[config.mk]
export PLATFORM = sky130hd
export DESIGN_NAME = pipelined_adder
export DESIGN_NICKNAME = d
export VERILOG_FILES = /design/src/rtl/adder_slice.sv /design/src/rtl/pipelined_adder.sv
export SDC_FILE = /design/constraint.sdc
export NUM_CORES = 1
export LEC_CHECK = 0
export CAP_MARGIN = 20
export CELL_PAD_IN_SITES_DETAIL_PLACEMENT = 0
export CELL_PAD_IN_SITES_GLOBAL_PLACEMENT = 1
export CORE_AREA = 2 2 101 103
export DETAILED_ROUTE_END_ITERATION = 12
export DIE_AREA = 0 0 103 105
export PLACE_DENSITY_LB_ADDON = 0.1
export SETUP_SLACK_MARGIN = 0.1
export SLEW_MARGIN = 0
export SYNTH_ARGS = -nofsm -noshare
export SYNTH_HDL_FRONTEND = slang
export SYNTH_SLANG_ARGS = --single-unit
export TNS_END_PERCENT = 10
[constraint.sdc]
create_clock -name CLK -period 2.65 [get_ports CLK]
set_input_delay 0.3975 -clock CLK [delete_from_list [all_inputs] [get_ports CLK]]
set_output_delay 0.3975 -clock CLK [all_outputs]
set_load 0.01 [all_outputs]
[src/rtl/adder_slice.sv]
// adder_slice: W-bit combinational ripple adder, one carry-chain slice.
// Ports: a, b operands; ci carry in; s sum; co carry out.
module adder_slice #(
  parameter int W = 4
) (
  input  logic [W-1:0] a,
  input  logic [W-1:0] b,
  input  logic         ci,
  output logic [W-1:0] s,
  output logic         co
);

  assign {co, s} = {1'b0, a} + {1'b0, b} + {{W{1'b0}}, ci};

endmodule

[src/rtl/pipelined_adder.sv]
// pipelined_adder: STAGES-deep carry-chain adder/subtractor, valid/ready.
// Ports: CLK, RST (async low); A, B, Carry_in, Sub, In_valid/In_ready in;
//        Sum, Carry_out, Overflow, Out_valid/Out_ready out.
module pipelined_adder #(
  parameter int DATA_WIDTH = 16,
  parameter int STAGES     = 4
) (
  input  logic                  CLK,
  input  logic                  RST,
  input  logic [DATA_WIDTH-1:0] A,
  input  logic [DATA_WIDTH-1:0] B,
  input  logic                  Carry_in,
  input  logic                  Sub,
  input  logic                  In_valid,
  output logic                  In_ready,
  output logic [DATA_WIDTH-1:0] Sum,
  output logic                  Carry_out,
  output logic                  Overflow,
  output logic                  Out_valid,
  input  logic                  Out_ready
);

  localparam int W = DATA_WIDTH / STAGES;

  if (STAGES < 1 || (DATA_WIDTH % STAGES) != 0) begin : g_chk
    $error("DATA_WIDTH must be a multiple of STAGES");
  end

  logic advance;

  assign advance  = !Out_valid || Out_ready;
  assign In_ready = advance;

  for (genvar k = 0; k < STAGES; k++) begin : g_stage
    // pa/pb: operand bits not yet added, slice k in the low W bits
    localparam int RW = DATA_WIDTH - k * W;

    logic [RW-1:0]      pa;
    logic [RW-1:0]      pb;
    logic               pc;
    logic               pv;
    logic [W-1:0]       s;
    logic               co;
    logic [(k+1)*W-1:0] nsum;
    logic [(k+1)*W-1:0] sum_q;
    logic               c_q;
    logic               v_q;

    if (k == 0) begin : g_in
      assign pa   = A;
      assign pb   = Sub ? ~B : B;
      assign pc   = Sub | Carry_in;
      assign pv   = In_valid;
      assign nsum = s;
    end else begin : g_link
      assign pa   = g_stage[k-1].g_fwd.a_q;
      assign pb   = g_stage[k-1].g_fwd.b_q;
      assign pc   = g_stage[k-1].c_q;
      assign pv   = g_stage[k-1].v_q;
      assign nsum = {s, g_stage[k-1].sum_q};
    end

    adder_slice #(.W(W)) u_slice (
      .a  (pa[W-1:0]),
      .b  (pb[W-1:0]),
      .ci (pc),
      .s  (s),
      .co (co)
    );

    always_ff @(posedge CLK or negedge RST) begin
      if (!RST) begin
        v_q   <= 1'b0;
        c_q   <= 1'b0;
        sum_q <= '0;
      end else if (advance) begin
        v_q   <= pv;
        c_q   <= co;
        sum_q <= nsum;
      end
    end

    if (k != STAGES - 1) begin : g_fwd
      logic [RW-W-1:0] a_q;
      logic [RW-W-1:0] b_q;

      always_ff @(posedge CLK or negedge RST) begin
        if (!RST) begin
          a_q <= '0;
          b_q <= '0;
        end else if (advance) begin
          a_q <= pa[RW-1:W];
          b_q <= pb[RW-1:W];
        end
      end
    end else begin : g_ovf
      // top slice holds the operand sign bits
      logic ov_q;

      always_ff @(posedge CLK or negedge RST) begin
        if (!RST) begin
          ov_q <= 1'b0;
        end else if (advance) begin
          ov_q <= (pa[W-1] == pb[W-1]) && (s[W-1] != pa[W-1]);
        end
      end
    end
  end

  assign Sum       = g_stage[STAGES-1].sum_q;
  assign Carry_out = g_stage[STAGES-1].c_q;
  assign Overflow  = g_stage[STAGES-1].g_ovf.ov_q;
  assign Out_valid = g_stage[STAGES-1].v_q;

endmodule

## After elaboration in Yosys (flattened, before gate mapping)

Cells that the tools add are included.
W data, S select, Z words.

- Register bits after elaboration: 97
- Output and inout bits: 20

- $add $sub $neg: 8
- Eq/ne operators: 2
- Muxes and demuxes: 1
- Bitwise gates (word level): 2
- Reductions and logical operators: 3

Operators by type and width:

| operator | number |
|---|---|
| $add A4 B4 Y5 | 4 |
| $add A5 B1 Y5 | 4 |
| $mux W16 | 1 |
| $not A16 Y16 | 1 |
| $eq A1 B1 Y1 | 1 |
| $logic_and A1 B1 Y1 | 1 |
| $logic_not A1 Y1 | 1 |
| $logic_or A1 B1 Y1 | 1 |
| $ne A1 B1 Y1 | 1 |
| $or A1 B1 Y1 | 1 |

## Depth between registers and ports, before layout

- Depth after elaboration: 4
- Gate-level depth with buffers: 8
- Gate-level depth less buffers: 6

## Cells and area by module

From an unflattened synthesis, not the netlist that was laid out.

- Cell total of the unflattened synthesis: 292
- Area, all modules: 4425.5 µm²

Modules (own cells, without submodules):

| module | times used | cells an instance | area an instance (µm²) |
|---|---|---|---|
| pipelined_adder | 1 | 228 | 3849.9 |
| adder_slice | 4 | 16 | 143.9 |

## Least setup slack after synthesis

Ideal clock, no wire load.

- Kind: input-to-reg
- Start point: in Sub
- End point: reg g_stage[0].c_q
- Library setup time: 0.128 ns
- Data arrival time: 2.202 ns
- Required time: 2.522 ns
- Slack: 0.320 ns
- Cell stages on the path: 8
- Path buffers: 2
- Path through: buf_4 -> buf_4 -> or2_2 -> fa_1 -> fa_1 -> a21o_1 -> a21oi_1 -> a21oi_1

- Word-level cells in the longest chain between the ends: 3
- Elaborated cells between the ends (all ways): 4
- Classes of those cells: add/sub (2); mux (1); bitwise (1)

RTL lines:

| item | line | source |
|---|---|---|
| from (decl) | pipelined_adder.sv:13 | `input logic Sub,` |
| $mux W16 | pipelined_adder.sv:51 | `assign pb = Sub ? ~B : B;` |
| $add A4 B4 Y5 | adder_slice.sv:13 | `assign {co, s} = {1'b0, a} + {1'b0, b} + {{W{1'b0}}, ci};` |
| $add A5 B1 Y5 * | adder_slice.sv:13 |  |
| to (signal assigned) | pipelined_adder.sv:78 | `c_q <= co;` |
| to (decl) | pipelined_adder.sv:46 | `logic c_q;` |

Every way passes the cells marked *; elsewhere a longest branch is shown, timed or not.
A chain may end at the register's enable or synchronous reset.

## Worst setup path in the final report

Ends and elaborated chain as after synthesis.

==> qor.txt <==
status -> complete, no violations
RD Place Congestion -> 0.739
DR WL/cell -> 11.9 um
DRC viols -> 0
Worst Hold Class -> in -> async
Relative slew margins -> 64.8%
commonest non-fill, non-tap cell in the layout -> nand2_1
WP buf/inv -> 1
Max-cap violations -> 0
die area -> 0.0108 mm2
delay-heaviest family, CP -> adder cells
cts hold-fix bufs -> 0
setup bufs post-CTS -> 0
period utilisation layout -> 85.7%
Initial Utilization -> 44.8%
CTS Buffer Depth -> 2
vias in the first global route -> 2,951
Leakage -> 2.56 nW
Final ANT Viol Nets -> 0
Slowest-stage cell, CP -> clkdlybuf4s50_1
first drt pass iteration count -> 4
post-synthesis cell count -> 462
Final setup viols -> 0
TritonCTS sink count -> 97
total power -> 5.53 mW
share of layout cells above drive strength 1 -> 4.27%
most frequent cells in the layout -> nand2_1, dfrtp_1, clkdlybuf4s50_1, o21ai_0, xnor2_1
drt total wl -> 7700 um
Post-DP HPWL -> 4920 um
Chip Width -> 103 um
clock root buffer -> clkbuf_8
GRT Total Usage -> 15.8%
Max Fanout on Critical Path -> 3
ys async rst share -> 100%
sequential area share after synthesis -> 56.2%
FMAX -> 440 MHz
data required time at the worst endpoint -> 2.87 ns
largest net degree at the start of global routing -> 108
crit path cell chain -> clkdlybuf4s50_1, or2_2, fa_1, fa_1, a21o_1, a21oi_1, a21oi_1
DR iter-0 viols -> 132
CORE AREA -> 0.00964 mm2
TritonCTS clock tree -> built
CTS H-tree depth -> 3
Max Clock Skew -> 0.00523 ns
Yosys reg bits -> 97
initial antenna violation count -> 0
dpl cells -> 634
CTS buffer count -> 9
GRT Residual Overflow -> 0
Tmin final -> 2.27 ns
unrepaired setup endpoints after global routing -> false
Net Count, Synth -> 520
count of pins over their slew limit -> 0
I/O Pins -> 58
worst r2r src -> g_stage[2].c_q$_DFFE_PN0P_
DR vias -> 3,009
EDFF count, synth -> 0
diode count -> 0
hold violation count in the final report -> 0
first-pass GRT wire length -> 13,600 um
leading register cell type out of synthesis -> dfrtp_1
# port buffers -> 57
CP Capture Type -> flop
startpoint types -> input port
post-synthesis cell area -> 0.00432 mm2
Final Net Count -> 570
Final Non-Filler Cells -> 648
Resized cells post-CTS -> 0
Max IR drop VDD -> 833 uV
CP Class -> in -> reg
Synth cell types -> 28
worst slew pin tran -> 0.529 ns
clk_lat worst skew -> 0.35 ns
Via density -> 4.64
YS warnings -> 0
CTS clk-pin slew, worst paths -> 0.09 ns
crit path launch -> Sub
FP Rows -> 36
P per Cell Area -> 1070 mW/mm2
critical path's largest stage delay -> 0.53 ns
CP arrival -> 2.49 ns
Avg Cell Area, Syn -> 9.35 um2
Area Overhead vs Synth -> 20.2%
Die H -> 105 um
state kept, by name (all words and copies together), names as in the netlist:
| name | flops |
|---|---|
| g_stage.g_fwd.a_q | 24 |
| g_stage.g_fwd.b_q | 24 |
| g_stage.sum_q | 24 |
| Sum | 16 |
| g_stage.c_q | 3 |
| g_stage.v_q | 3 |
| Carry_out | 1 |
| Out_valid | 1 |
| Overflow | 1 |
where the power goes:
| part | switching [mW] | internal (mW) |
|---|---|---|
| combinational | 1.11 | 0.990 |
| sequential | 0.364 | 2.13 |
| clock | 0.481 | 0.451 |
| total | 1.96 | 3.58 |
cell usage after synthesis, drive strengths merged (5+ instances only):
cell | count | area share (%)
xnor2 | 14 | 2.8
ha | 12 | 3.5
a21oi | 12 | 1.4
nor2b | 5 | 0.90
o21ai | 18 | 2.1
buf | 19 | 2.5
inv | 10 | 0.87
nand2 | 226 | 20
xor2 | 5 | 1.0
dfrtp | 97 | 56
a21o | 5 | 0.87
nor2 | 6 | 0.52
fa | 8 | 3.7
worst reg2reg max path: cells and delay by family, from the launching register on:
family	cells	cell delay [ns]
AO/OA/AOI/OAI	3	0.42
adder cells (fa/ha/maj)	2	0.91
flip-flops	1	0.41
through the flow:
step / setup TNS [ns] / utilization, % / hold slack, ns / cell area, um2 / setup slack (ns)
6_report: 0 / 53.8 / 0.0554 / 5190 / 0.378
5_1_grt: 0 / 53.8 / 0.131 / 5190 / 0.285
4_1_cts: 0 / 53.8 / 0.110 / 5190 / 0.373
3_5_place_dp: -0.0159 / 51.9 / 0.453 / 5010 / -0.0159
3_3_place_gp: 0 / 51.9 / 0.448 / 5010 / 0.00991
2_1_floorplan: 0 / - / 0.102 / 4320 / 0.320
cells by family after synthesis:
group           count (synthesis)  synth area share (%)
flops                          97                  56.2
compound gates                 44                  6.03
fa+ha+maj                      20                  7.19
buf+inv                        33                  3.68
xor+xnor                       19                  3.85
simple gates                  246                  22.3
mux                             3                 0.695
final cells by class:
type	count	area [um2]
Timing Repair Buffer	62	643
Inverter	10	37.5
Multi-Input combinational cell	332	1730
Clock buffer	11	141
Fill cell	979	4450
Sequential cell	97	2430
Tap cell	133	166
Clock inverter	3	42.5
final timing paths:
kind | to | cells past startpoint | slack (ns)
max in group asynchronous | g_stage[2].c_q$_DFFE_PN0P_ | 2 | 2.17
worst min-delay path | Sum[7]$_DFFE_PN0P_ | 2 | 0.06
worst max register to register | Carry_out$_DFFE_PN0P_ | 5 | 0.79
min in group CLK | Sum[4]$_DFFE_PN0P_ | 2 | 0.47
worst min register to register | Sum[4]$_DFFE_PN0P_ | 2 | 0.47
worst max-delay path | g_stage[0].c_q$_DFFE_PN0P_ | 7 | 0.38
per-layer routing:
metal,vias to the layer above,wire length [um],track usage [%]
met3,8,233,2.47
met2,56,3440,24.3
met5,-,0,0
met1,1392,3890,22.2
met4,0,138,6.48
li1,1553,-,-
Note: power is estimated with default switching activity, not from simulation.
